===== src/rtl/ser_disp_pkg.sv =====
// Shared definitions for the serial display receive chain.
// Holds synchronizer depth, default chain widths and the latch classification.
package ser_disp_pkg;

    // Number of flops each asynchronous ser_* input passes through
    localparam int SYNC_STAGES = 2;

    // Chain lengths of the two display chains on the board
    localparam int SEG_WIDTH = 64;
    localparam int LED_WIDTH = 16;

    // Outcome of a pen rising edge
    typedef enum logic [1:0] {
        LATCH_NONE = 2'b00,
        LATCH_OK   = 2'b01,
        LATCH_ERR  = 2'b10
    } latch_result_e;

endpackage


===== src/rtl/sync_edge.sv =====
// Multi-flop synchronizer for one asynchronous input, plus a registered
// previous value so rising and falling edges of the synchronized level
// can be detected. STAGES must be at least 2.
module sync_edge
    import ser_disp_pkg::*;
#(
    parameter int   STAGES    = SYNC_STAGES,
    parameter logic RESET_VAL = 1'b0
) (
    input  logic clk,
    input  logic rst_n,
    input  logic d,
    output logic level,
    output logic rise,
    output logic fall
);

    logic [STAGES-1:0] sync_q;
    logic              prev_q;

    // Shift the raw input through the synchronizer and remember the last level
    always_ff @(posedge clk or negedge rst_n) begin
        if (!rst_n) begin
            sync_q <= {STAGES{RESET_VAL}};
            prev_q <= RESET_VAL;
        end else begin
            sync_q <= {sync_q[STAGES-2:0], d};
            prev_q <= sync_q[STAGES-1];
        end
    end

    assign level = sync_q[STAGES-1];
    assign rise  = sync_q[STAGES-1] & ~prev_q;
    assign fall  = ~sync_q[STAGES-1] & prev_q;

endmodule


===== src/rtl/ser_disp_rx.sv =====
// Receive-side model of the serial display shift-register chain.
// Samples the driver's clk/pen/clr_n/do wires on the system clock, shifts
// the data MSB first, latches a parallel frame on each pen rising edge and
// flags whether exactly WIDTH bits were shifted since the last latch/clear.
module ser_disp_rx
    import ser_disp_pkg::*;
#(
    parameter int WIDTH  = SEG_WIDTH,
    parameter int CNT_W  = $clog2(WIDTH + 2),
    parameter int FCNT_W = 16
) (
    input  logic              clk_h,
    input  logic              rst_async_low,
    input  logic              ser_clk,
    input  logic              ser_pen,
    input  logic              ser_clr_n,
    input  logic              ser_do,
    output logic [WIDTH-1:0]  data_out,
    output logic              frame_ok,
    output logic              frame_err,
    output logic [CNT_W-1:0]  bit_count,
    output logic [FCNT_W-1:0] frame_cnt
);

    // Count that marks a complete frame, and the saturation ceiling that
    // lets an overrun be told apart from a good frame
    localparam logic [CNT_W-1:0] COUNT_FULL = CNT_W'(WIDTH);
    localparam logic [CNT_W-1:0] COUNT_MAX  = CNT_W'(WIDTH + 1);

    logic sclk_level, sclk_rise, sclk_fall;
    logic pen_level,  pen_rise,  pen_fall;
    logic clr_level,  clr_rise,  clr_fall;
    logic do_level,   do_rise,   do_fall;

    logic [WIDTH-1:0] shift_reg;
    logic [WIDTH-1:0] shift_next;
    logic [CNT_W-1:0] count_next;
    latch_result_e    latch_result;

    sync_edge #(.STAGES(SYNC_STAGES), .RESET_VAL(1'b0)) u_sync_clk (
        .clk   (clk_h),
        .rst_n (rst_async_low),
        .d     (ser_clk),
        .level (sclk_level),
        .rise  (sclk_rise),
        .fall  (sclk_fall)
    );

    sync_edge #(.STAGES(SYNC_STAGES), .RESET_VAL(1'b0)) u_sync_pen (
        .clk   (clk_h),
        .rst_n (rst_async_low),
        .d     (ser_pen),
        .level (pen_level),
        .rise  (pen_rise),
        .fall  (pen_fall)
    );

    // clr_n idles high so a reset does not look like a clear request
    sync_edge #(.STAGES(SYNC_STAGES), .RESET_VAL(1'b1)) u_sync_clr (
        .clk   (clk_h),
        .rst_n (rst_async_low),
        .d     (ser_clr_n),
        .level (clr_level),
        .rise  (clr_rise),
        .fall  (clr_fall)
    );

    sync_edge #(.STAGES(SYNC_STAGES), .RESET_VAL(1'b0)) u_sync_do (
        .clk   (clk_h),
        .rst_n (rst_async_low),
        .d     (ser_do),
        .level (do_level),
        .rise  (do_rise),
        .fall  (do_fall)
    );

    // Only the clk/pen rise and the clr/do levels drive logic; the rest are
    // by-products of the shared synchronizer and are left for synthesis to prune
    logic unused_sync;
    assign unused_sync = &{1'b0, sclk_level, sclk_fall, pen_level, pen_fall,
                           clr_rise, clr_fall, do_rise, do_fall};

    // Next shift-register contents and bit count: clear wins over a shift,
    // and the count stops one past a full frame so overruns stay visible
    always_comb begin
        shift_next = shift_reg;
        count_next = bit_count;
        if (!clr_level) begin
            shift_next = '0;
            count_next = '0;
        end else if (sclk_rise) begin
            shift_next = {shift_reg[WIDTH-2:0], do_level};
            if (bit_count != COUNT_MAX) begin
                count_next = bit_count + 1'b1;
            end
        end
    end

    // Classify a pen rising edge using the count that includes any same-cycle shift
    always_comb begin
        latch_result = LATCH_NONE;
        if (pen_rise) begin
            latch_result = (count_next == COUNT_FULL) ? LATCH_OK : LATCH_ERR;
        end
    end

    // Shift register and bit counter; a latch starts the next frame at zero
    always_ff @(posedge clk_h or negedge rst_async_low) begin
        if (!rst_async_low) begin
            shift_reg <= '0;
            bit_count <= '0;
        end else begin
            shift_reg <= shift_next;
            bit_count <= pen_rise ? '0 : count_next;
        end
    end

    // Parallel latch, one-cycle integrity pulses and the good-frame counter
    always_ff @(posedge clk_h or negedge rst_async_low) begin
        if (!rst_async_low) begin
            data_out  <= '0;
            frame_ok  <= 1'b0;
            frame_err <= 1'b0;
            frame_cnt <= '0;
        end else begin
            frame_ok  <= (latch_result == LATCH_OK);
            frame_err <= (latch_result == LATCH_ERR);
            if (pen_rise) begin
                data_out <= shift_next;
            end
            if (latch_result == LATCH_OK) begin
                frame_cnt <= frame_cnt + 1'b1;
            end
        end
    end

endmodule


===== config.mk =====
export PLATFORM = sky130hd
export DESIGN_NAME = ser_disp_rx
export DESIGN_NICKNAME = d
export VERILOG_FILES = /design/src/rtl/ser_disp_pkg.sv /design/src/rtl/sync_edge.sv /design/src/rtl/ser_disp_rx.sv
export SDC_FILE = /design/constraint.sdc
export NUM_CORES = 1
export LEC_CHECK = 0
export CAP_MARGIN = 5
export CORE_MARGIN = 2
export CORE_UTILIZATION = 58
export DETAILED_ROUTE_END_ITERATION = 8
export PLACE_DENSITY = 0.87
export RECOVER_POWER = 25
export SYNTH_ARGS = -nofsm -noshare
export SYNTH_HDL_FRONTEND = slang
export SYNTH_SLANG_ARGS = --single-unit

===== constraint.sdc =====
create_clock -name clk_h -period 4.07 [get_ports clk_h]
set_input_delay 0.814 -clock clk_h [delete_from_list [all_inputs] [get_ports clk_h]]
set_output_delay 0.814 -clock clk_h [all_outputs]
set_load 0.02 [all_outputs]

; Word level (Yosys, flattened, before mapping)
; Cells that the tools add are included.
[totals]
regBits = 163
output_inout_bits = 89
in_bits = 6
wordCells = 30
[op_classes]
bitwise_logic = 4
n_mux = 8
n_addsub = 2
n_eq_ne = 4
[op_table]
columns = operator, n
row1 = 2-to-1 mux 64 bit, 2
row2 = 2-to-1 mux 7 bit, 4
row3 = adder 16 x 1 -> 16 bit (second input constant), 1
row4 = adder 7 x 1 -> 7 bit (second input constant), 1
row5 = equality test 7 bit (second input constant), 1
row6 = != test 7 bit (second input constant), 1
row7 = 2-to-1 mux 2 bit, 2
row8 = AND 1 bit, 2
row9 = equality test 2 x 1 -> 1 bit (second input constant), 1
row10 = equality test 2 bit (second input constant), 1
row11 = inverter 1 bit, 2

; Logic depth before layout (Yosys ltp)
; Gate-level depths: netlist of run 1.
[logic_depth]
word_depth = 8
mapped_depth = 9
ltp_nobuf = 7

; By module
; A second synthesis of run 1 with hierarchy kept.
[hier_totals]
hier_cells = 476
hier_area_um2 = 6527.5
[modules_own_cells]
columns = mod, n_inst, cells_each, area_per_inst_um2, seq_area_each_um2
row1 = ser_disp_rx, 1, 456, 6163.4, 3828.7
row2 = sync_edge at u_sync_clk ..., 3, 5, 90.1, 75.1
row3 = sync_edge at u_sync_clr, 1, 5, 93.8, 78.8

; Worst setup path after synthesis of run 1
; Ideal clock, no wire load.
[synth_path]
path_kind = reg-to-reg
start = register bit_count[0]
end = register frame_cnt[9]
setup_ns = 0.080
setup_slack_ns = 1.770
arrival_time_ns = 2.221
path_buffers = 2
path_stages_with_launch = 10
synth_period_minus_slack_ns = 2.300
t_required_ns = 3.990
path_cell_list = dfrtp_1 > ha_1 > and3b_1 > clkbuf_1 > mux2i_1 > mux2i_1 > or3_1 > buf_6 > nor4_2 > xor2_1
[synth_between]
elab_chain_cells = 8
elab_cells_between_ends = 9
cone_classes = 1 x add/sub / 3 x eq/ne / 5 x mux
[synth_lines]
columns = item, line_no
row1 = start: declaration, ser_disp_rx.sv:21  ; output logic [CNT_W-1:0] bit_count,
row2 = start signal: assignment, ser_disp_rx.sv:114  ; bit_count <= pen_rise ? '0 : count_next;
row3 = adder 7 x 1 -> 7 bit / != test 7 bit (equally long branches), "ser_disp_rx.sv:94, ser_disp_rx.sv:93"
row4 = 2-to-1 mux 7 bit, ser_disp_rx.sv:93  ; if (bit_count != COUNT_MAX) begin
row5 = 2-to-1 mux 7 bit *, ser_disp_rx.sv:91  ; end else if (sclk_rise) begin
row6 = 2-to-1 mux 7 bit *, ser_disp_rx.sv:88  ; if (!clr_level) begin
row7 = equality test 7 bit *, ser_disp_rx.sv:103  ; latch_result = (count_next == COUNT_FULL) ? LATCH_OK : LATCH_ERR;
row8 = 2-to-1 mux 2 bit *, ser_disp_rx.sv:103
row9 = 2-to-1 mux 2 bit *, ser_disp_rx.sv:102  ; if (pen_rise) begin
row10 = equality test 2 x 1 -> 1 bit *, ser_disp_rx.sv:131  ; if (latch_result == LATCH_OK) begin
row11 = end signal: assignment, ser_disp_rx.sv:132  ; frame_cnt <= frame_cnt + 1'b1;
row12 = end: declaration, ser_disp_rx.sv:22  ; output logic [FCNT_W-1:0] frame_cnt
; Every way passes the cells marked *; elsewhere a longest branch is shown, timed or not.
; A chain may end at the register's enable or synchronous reset.

==> impl_metrics.json, run 1 <==
{
  "drive_gt1_share_pct": 17.84,
  "detail-route-antenna-nets": 0,
  "min_from": "u_sync_pen.sync_q[0]",
  "grt_first_pass_wirelength_um": 22730,
  "path_cells": "clkbuf_2",
  "worstMarginPinSlew_ns": 2.530,
  "r2r_slack_ns": 1.68,
  "synth.largest_area_cell": "dfrtp_1",
  "hold_path_depth": 0,
  "setup_viol_count_final": 0,
  "cts_setup_buffers": 0,
  "slowest_stage": "clkbuf_2",
  "cts_sinks": 163,
  "yosysTopAreaCellShare_pct": 60.69,
  "rsz0062_at_grt": "false",
  "ys_types": 40,
  "timing.fmax_mhz": 375.4,
  "startpoint_type": "primary input",
  "min_period_over_period_pct": 65.45,
  "portBuffers": 94,
  "worstSkewPairLatency_ns": 0.42,
  "initialDrtViolationCount": 252,
  "antenna_found_initial": 0,
  "yosys_register_bits": 163,
  "finalSetupTns_ns": 0,
  "synth.avg_cell_area_sq_um": 11.92,
  "drv_slew": 102,
  "dieWidth_um": 111.0,
  "firstDrtPassIters": 4,
  "max-clock-path-buffers": 2,
  "rows": 39,
  "dp_hpwl_um": 8264,
  "cts_buffers": 17,
  "grt_usage_pct": 23.27,
  "holdBufCountCts": 0,
  "synth_nets": 566,
  "vias": 4475,
  "final_core_util_pct": 73.82,
  "ys.flop_type": "dfrtp_1",
  "yosys-top-cells-area": "dfrtp_1, mux2_2, nand2_1",
  "diodes": 0,
  "wirelength_um": 13600,
  "path_class": "in -> async",
  "synthCells": 557,
  "path_max_fanout": 102,
  "overflow": 0,
  "drc": 0,
  "hp-class": "reg -> reg",
  "reg2reg_to": "data_out[31]",
  "min_to": "u_sync_pen.sync_q[1]",
  "maxCapViolations": 1,
  "grt_pass1_vias": 4614,
  "gr-max-usage-layer": "met2",
  "ys_warn_count": 0,
  "cp-end-kind": "asynchronous set/reset pin",
  "gp_congestion": 0.9017,
  "ff2ff_path_depth": 5,
  "min_period_ns": 2.664,
  "cts_tree": "built",
  "ios": 95,
  "async_reset_ff_share_pct": 100.0,
  "area_growth_pct": 25.33,
  "grt_util_met2_pct": 37.46,
  "p_leak_nw": 3.682,
  "synth_edf_count": 0,
  "p_per_area_nw_per_um2": 413.8,
  "initial_core_util_pct": 58.90,
  "globalRouteMet3Util_pct": 6.288,
  "status": "finished, violations left",
  "violations": "capacitance limit, slew limit",
  "arrival_ns": 2.66,
  "crit_buf_inv": 1,
  "htree_levels": 4,
  "finalHoldViolations": 0,
  "grt_use_met1_pct": 30.09,
  "cp_top_family": "buffers and inverters",
  "seq_area_frac_synth_pct": 61.48,
  "core-area_sq_um": 11270,
  "syn-cell-area_sq_um": 6639,
  "r2r_start": "u_sync_clk.sync_q[1]",
  "wl_per_cell_um": 17.02,
  "vdd_drop_max_mv": 0.3617,
  "die_h_um": 111.0,
  "clock_skew_ns": 0.006183,
  "dieArea_sq_um": 12320,
  "vias_per_cell": 5.601,
  "required_ns": 4.06,
  "fill_cells": 713,
  "fin_nets": 652,
  "hold_ws_ns": 0.3483,
  "cts_resized": 0,
  "slew_headroom_pct": -68.66,
  "timing.critical_path.depth": 1,
  "grt_max_degree": 103,
  "critPathMaxStageDelay_ns": 1.71,
  "root_buffer": "clkbuf_16",
  "cts.clk_slew.worst_paths_ns": 0.06
}
[per-stage QoR]
| stage | area, sq um | power, mW | worst slack, ns | instances |
|---|---|---|---|---|
| 2_1_floorplan | 6639 | 1.736 | 1.770 | 557 |
| 3_3_place_gp | 7697 | 1.792 | 1.876 | 767 |
| 5_1_grt | 8320 | 3.561 | 0.9426 | 799 |
| 6_report | 8320 | 3.443 | 1.406 | 799 |
| 4_1_cts | 8327 | 3.474 | 1.611 | 799 |
| 3_5_place_dp | 7697 | 1.795 | 1.743 | 767 |
[where the power goes]
group / switching [mW] / leakage (nW) / internal [mW]
logic: 0.0878 / 1.13 / 0.0365
clock network: 0.650 / 0.296 / 1.03
registers: 0.00834 / 2.25 / 1.63
[placed cells by master, fill, tap and decap left out, types with 2 or more instances in the layout]
| cell type | n |
|---|---|
| dfrtp_1 | 161 |
| mux2i_1 | 2 |
| xor2_1 | 6 |
| dlygate4sd3_1 | 4 |
| xnor2_1 | 14 |
| nor3_1 | 3 |
| a21boi_0 | 64 |
| and4_1 | 3 |
| nand2b_1 | 3 |
| clkinv_4 | 2 |
| dfstp_2 | 2 |
| clkinv_2 | 2 |
| nand4_1 | 14 |
| inv_1 | 2 |
| bufinv_16 | 4 |
| nor3_2 | 2 |
| nand2_1 | 135 |
| nand3_1 | 6 |
| clkbuf_16 | 17 |
| nor4_2 | 2 |
| buf_4 | 5 |
| clkinvlp_4 | 4 |
| mux2_2 | 64 |
| nor2b_4 | 2 |
| clkdlybuf4s50_1 | 89 |
| and3_1 | 6 |
| nor2_1 | 13 |
| ha_1 | 3 |
| inv_6 | 3 |
[cells by family after synthesis]
family / count (synthesis) / share of synthesized area [%]
xor gates and xnor gates: 21 / 2.884
and+or+nand+nor: 197 / 13.55
muxes: 68 / 11.55
buffers and inverters: 35 / 2.186
adders and majority gates: 3 / 0.5655
AOI/OAI and AO/OA: 70 / 7.784
DFF: 163 / 61.48
[area by class of cell]
cell class,count,area [sq um],area share (%)
inverter,2,7.507,0.09023
multi-input combinational,359,2430,29.20
timing repair buffer,100,993.5,11.94
clock buffer,17,425.4,5.113
sequential,163,4081,49.05
clock inverter,15,203.9,2.451
tap,143,178.9,2.150
[Yosys cell counts, types with 2 or more instances]
library cell    n
dfrtp_1       161
nand2_1       135
a21boi_0       64
mux2_2         64
clkbuf_1       24
nand4_1        14
xnor2_1        14
nor2_1         13
and3_1          6
nand3_1         6
xor2_1          6
buf_1           5
nand2b_1        4
and4_1          3
ha_1            3
nor2b_1         3
nor3_1          3
buf_2           2
dfstp_2         2
inv_1           2
mux2i_1         2
nor3_2          2
nor4_2          2
[layer usage]
metal / vias to the layer above / part of all wire (%)
met5: - / 0
met2: 133 / 50
li1: 2051 / -
met1: 2260 / 42
met3: 31 / 5.3
met4: 0 / 2.5
[worst max-delay path by stage]
stage / start / slack [ns] / end
3_3_place_gp: u_sync_clk.sync_q[1] / 1.88 / data_out[30]
4_1_cts: bit_count[0] / 1.61 / bit_count[0]
2_1_floorplan: bit_count[0] / 1.77 / frame_cnt[9]
5_1_grt: rst_async_low / 0.94 / data_out[51]
6_report: rst_async_low / 1.41 / data_out[53]
3_5_place_dp: bit_count[0] / 1.74 / frame_cnt[9]
Note: power is estimated with default switching activity, not from simulation.
==> inputs of run 2 (changes only) <==
--- a/config.mk
+++ b/config.mk
@@ -7,9 +7,9 @@
 export LEC_CHECK = 0
 export CAP_MARGIN = 5
 export CORE_MARGIN = 2
-export CORE_UTILIZATION = 58
+export CORE_UTILIZATION = 54
 export DETAILED_ROUTE_END_ITERATION = 8
-export PLACE_DENSITY = 0.87
+export PLACE_DENSITY = 0.82
 export RECOVER_POWER = 25
 export SYNTH_ARGS = -nofsm -noshare
 export SYNTH_HDL_FRONTEND = slang
==> constraint.sdc (replaced) <==
create_clock -name clk_h -period 2.7 [get_ports clk_h]
set_input_delay 0.54 -clock clk_h [delete_from_list [all_inputs] [get_ports clk_h]]
set_output_delay 0.54 -clock clk_h [all_outputs]
set_load 0.02 [all_outputs]
==> run 2 against run 1 <==
The flow still finishes with violations (capacitance limit, slew limit). Combinational power rose by 56%. Critical path depth up 5. Sequential share of layout area is 0.14 points lower. Critical path type is now reg -> reg. Utilization down 4.3 points.
==> impl_metrics.json, run 2 (synthesis results as in run 1) <==
{
  "status": "finished, violations left",
  "violations": "capacitance limit, slew limit",
  "cp-startpoint": "u_sync_clk.prev_q",
  "firstDrtPassIters": 5,
  "wl_per_cell_um": 16.35,
  "cts_setup_buffers": 0,
  "gp_congestion": 0.8843,
  "dp_hpwl_um": 8306,
  "overflow": 0,
  "holdBufCountCts": 0,
  "finalHoldViolations": 0,
  "reg2reg_to": "frame_cnt[1]",
  "min_period_ns": 2.381,
  "max-clock-path-buffers": 2,
  "worstSkewPairLatency_ns": 0.43,
  "grt_max_degree": 75,
  "p_per_area_nw_per_um2": 615.6,
  "grt_pass1_vias": 4505,
  "die_h_um": 114.9,
  "p_int_mw": 4.019,
  "final_common_cell": "dfrtp_1",
  "cp-end-kind": "flop",
  "hold_ws_ns": 0.3539,
  "wirelength_um": 13170,
  "min_to": "u_sync_clk.sync_q[1]",
  "r2r_start": "u_sync_clk.prev_q",
  "drv_slew": 74,
  "required_ns": 3.01,
  "portBuffers": 94,
  "seqPwrFrac_pct": 48.1,
  "dieWidth_um": 114.9,
  "path_class": "reg -> reg",
  "cts.clk_slew.worst_paths_ns": 0.06,
  "worstMarginPinSlew_ns": 1.812,
  "drive_gt1_share_pct": 17.93,
  "diodes": 0,
  "detail-route-antenna-nets": 0,
  "area_growth_pct": 25.69,
  "critPathMaxStageDelay_ns": 0.42,
  "timing.fmax_mhz": 420.0,
  "htree_levels": 4,
  "dieArea_sq_um": 13200,
  "min_from": "u_sync_clk.sync_q[0]",
  "grt_usage_pct": 21.69,
  "ios": 95,
  "rsz0062_at_grt": "false",
  "cts_tree": "built",
  "antenna_found_initial": 1,
  "grt_first_pass_wirelength_um": 22180,
  "fin_nets": 654,
  "root_buffer": "clkbuf_16",
  "vias": 4471,
  "path_cells": "nand2b_2, a31oi_1, xnor2_2, and2_1, nand3_2, mux2_1",
  "r2r_slack_ns": 0.32,
  "vias_per_cell": 5.554,
  "maxCapViolations": 1,
  "ff2ff_path_depth": 6,
  "final_cell_mix": "dfrtp_1, nand2_1, clkdlybuf4s50_1",
  "arrival_ns": 2.69,
  "slew_headroom_pct": -20.80,
  "initial_core_util_pct": 55.27,
  "rows": 40,
  "finalSetupTns_ns": 0,
  "vdd_drop_max_mv": 0.4051,
  "path_max_fanout": 15,
  "cts_sinks": 163,
  "clock_skew_ns": 0.007720,
  "cts_buffers": 17,
  "cts_resized": 0,
  "p_leak_nw": 3.694,
  "share_comb_of_total_power_pct": 3.8,
  "initialDrtViolationCount": 273,
  "core-area_sq_um": 12010,
  "startpoint_type": "flop",
  "fill_cells": 865,
  "slowest_stage": "a31oi_1",
  "min_period_over_period_pct": 88.18,
  "setup_viol_count_final": 0,
  "drc": 0,
  "hold_path_depth": 0,
  "switching_share_pct": 21.77,
  "hp-class": "reg -> reg",
  "switching_power_mw": 1.118,
  "clockPowerShare_pct": 48.2
}
## run 2: cell count changes in the layout (fill, tap and decap cells not counted), sizes merged
cell and change:
clkbuf +4, inv -2, clkinv +1, bufinv -1, clkinvlp -1, buf +1
## run 2: worst max-delay path by stage
stage	end	slack (ns)	cells past startpoint
3_3_place_gp	frame_cnt[1]	0.45	6
5_1_grt	frame_cnt[10]	0.19	7
2_1_floorplan	frame_cnt[9]	0.40	9
3_5_place_dp	frame_cnt[10]	0.36	7
6_report	frame_cnt[1]	0.32	6
4_1_cts	frame_cnt[10]	0.33	7
## run 2: worst max-delay path, delay by kind of cell (launching register included)
family / cells / cell delay [ns]
AOI/OAI and AO/OA: 1 / 0.42
xor gates and xnor gates: 1 / 0.24
DFF: 1 / 0.41
muxes: 1 / 0.34
and+or+nand+nor: 3 / 0.84
## run 2: cell type report
cell class | instances | area [sq um] | area share (%)
multi-input combinational | 359 | 2430 | 29.12
tap | 147 | 183.9 | 2.204
timing repair buffer | 102 | 1031 | 12.36
inverter | 2 | 7.507 | 0.08997
clock buffer | 20 | 456.7 | 5.473
sequential | 163 | 4081 | 48.91
clock inverter | 12 | 153.9 | 1.844
## run 2: per-stage QoR
stage | total power, mW | cell area (sq um) | instances | util [%] | setup slack [ns]
6_report | 5.137 | 8344 | 805 | 69.47 | 0.3193
5_1_grt | 5.299 | 8344 | 805 | 69.47 | 0.1860
4_1_cts | 5.169 | 8353 | 805 | 69.54 | 0.3255
3_5_place_dp | 2.714 | 7742 | 773 | 64.46 | 0.3573
3_3_place_gp | 2.708 | 7742 | 773 | 64.46 | 0.4539
2_1_floorplan | 2.616 | 6639 | 557 | - | 0.3996
## run 2: power groups by stage
stage | clock (mW) | combinational, mW | sequential (mW)
3_3_place_gp | 0 | 0.196 | 2.51
5_1_grt | 2.62 | 0.214 | 2.47
2_1_floorplan | 0 | 0.104 | 2.51
3_5_place_dp | 0 | 0.200 | 2.51
6_report | 2.47 | 0.194 | 2.47
4_1_cts | 2.50 | 0.200 | 2.47
## run 2: routing by layer
metal,vias to the layer above,share of wire [%],routed length (um),global-route usage (%)
li1,2054,-,-,-
met2,133,49,6468,34.82
met3,22,5.0,652,6.273
met4,2,1.7,229,8.835
met5,-,0.099,13,0
met1,2260,44,5801,28.00
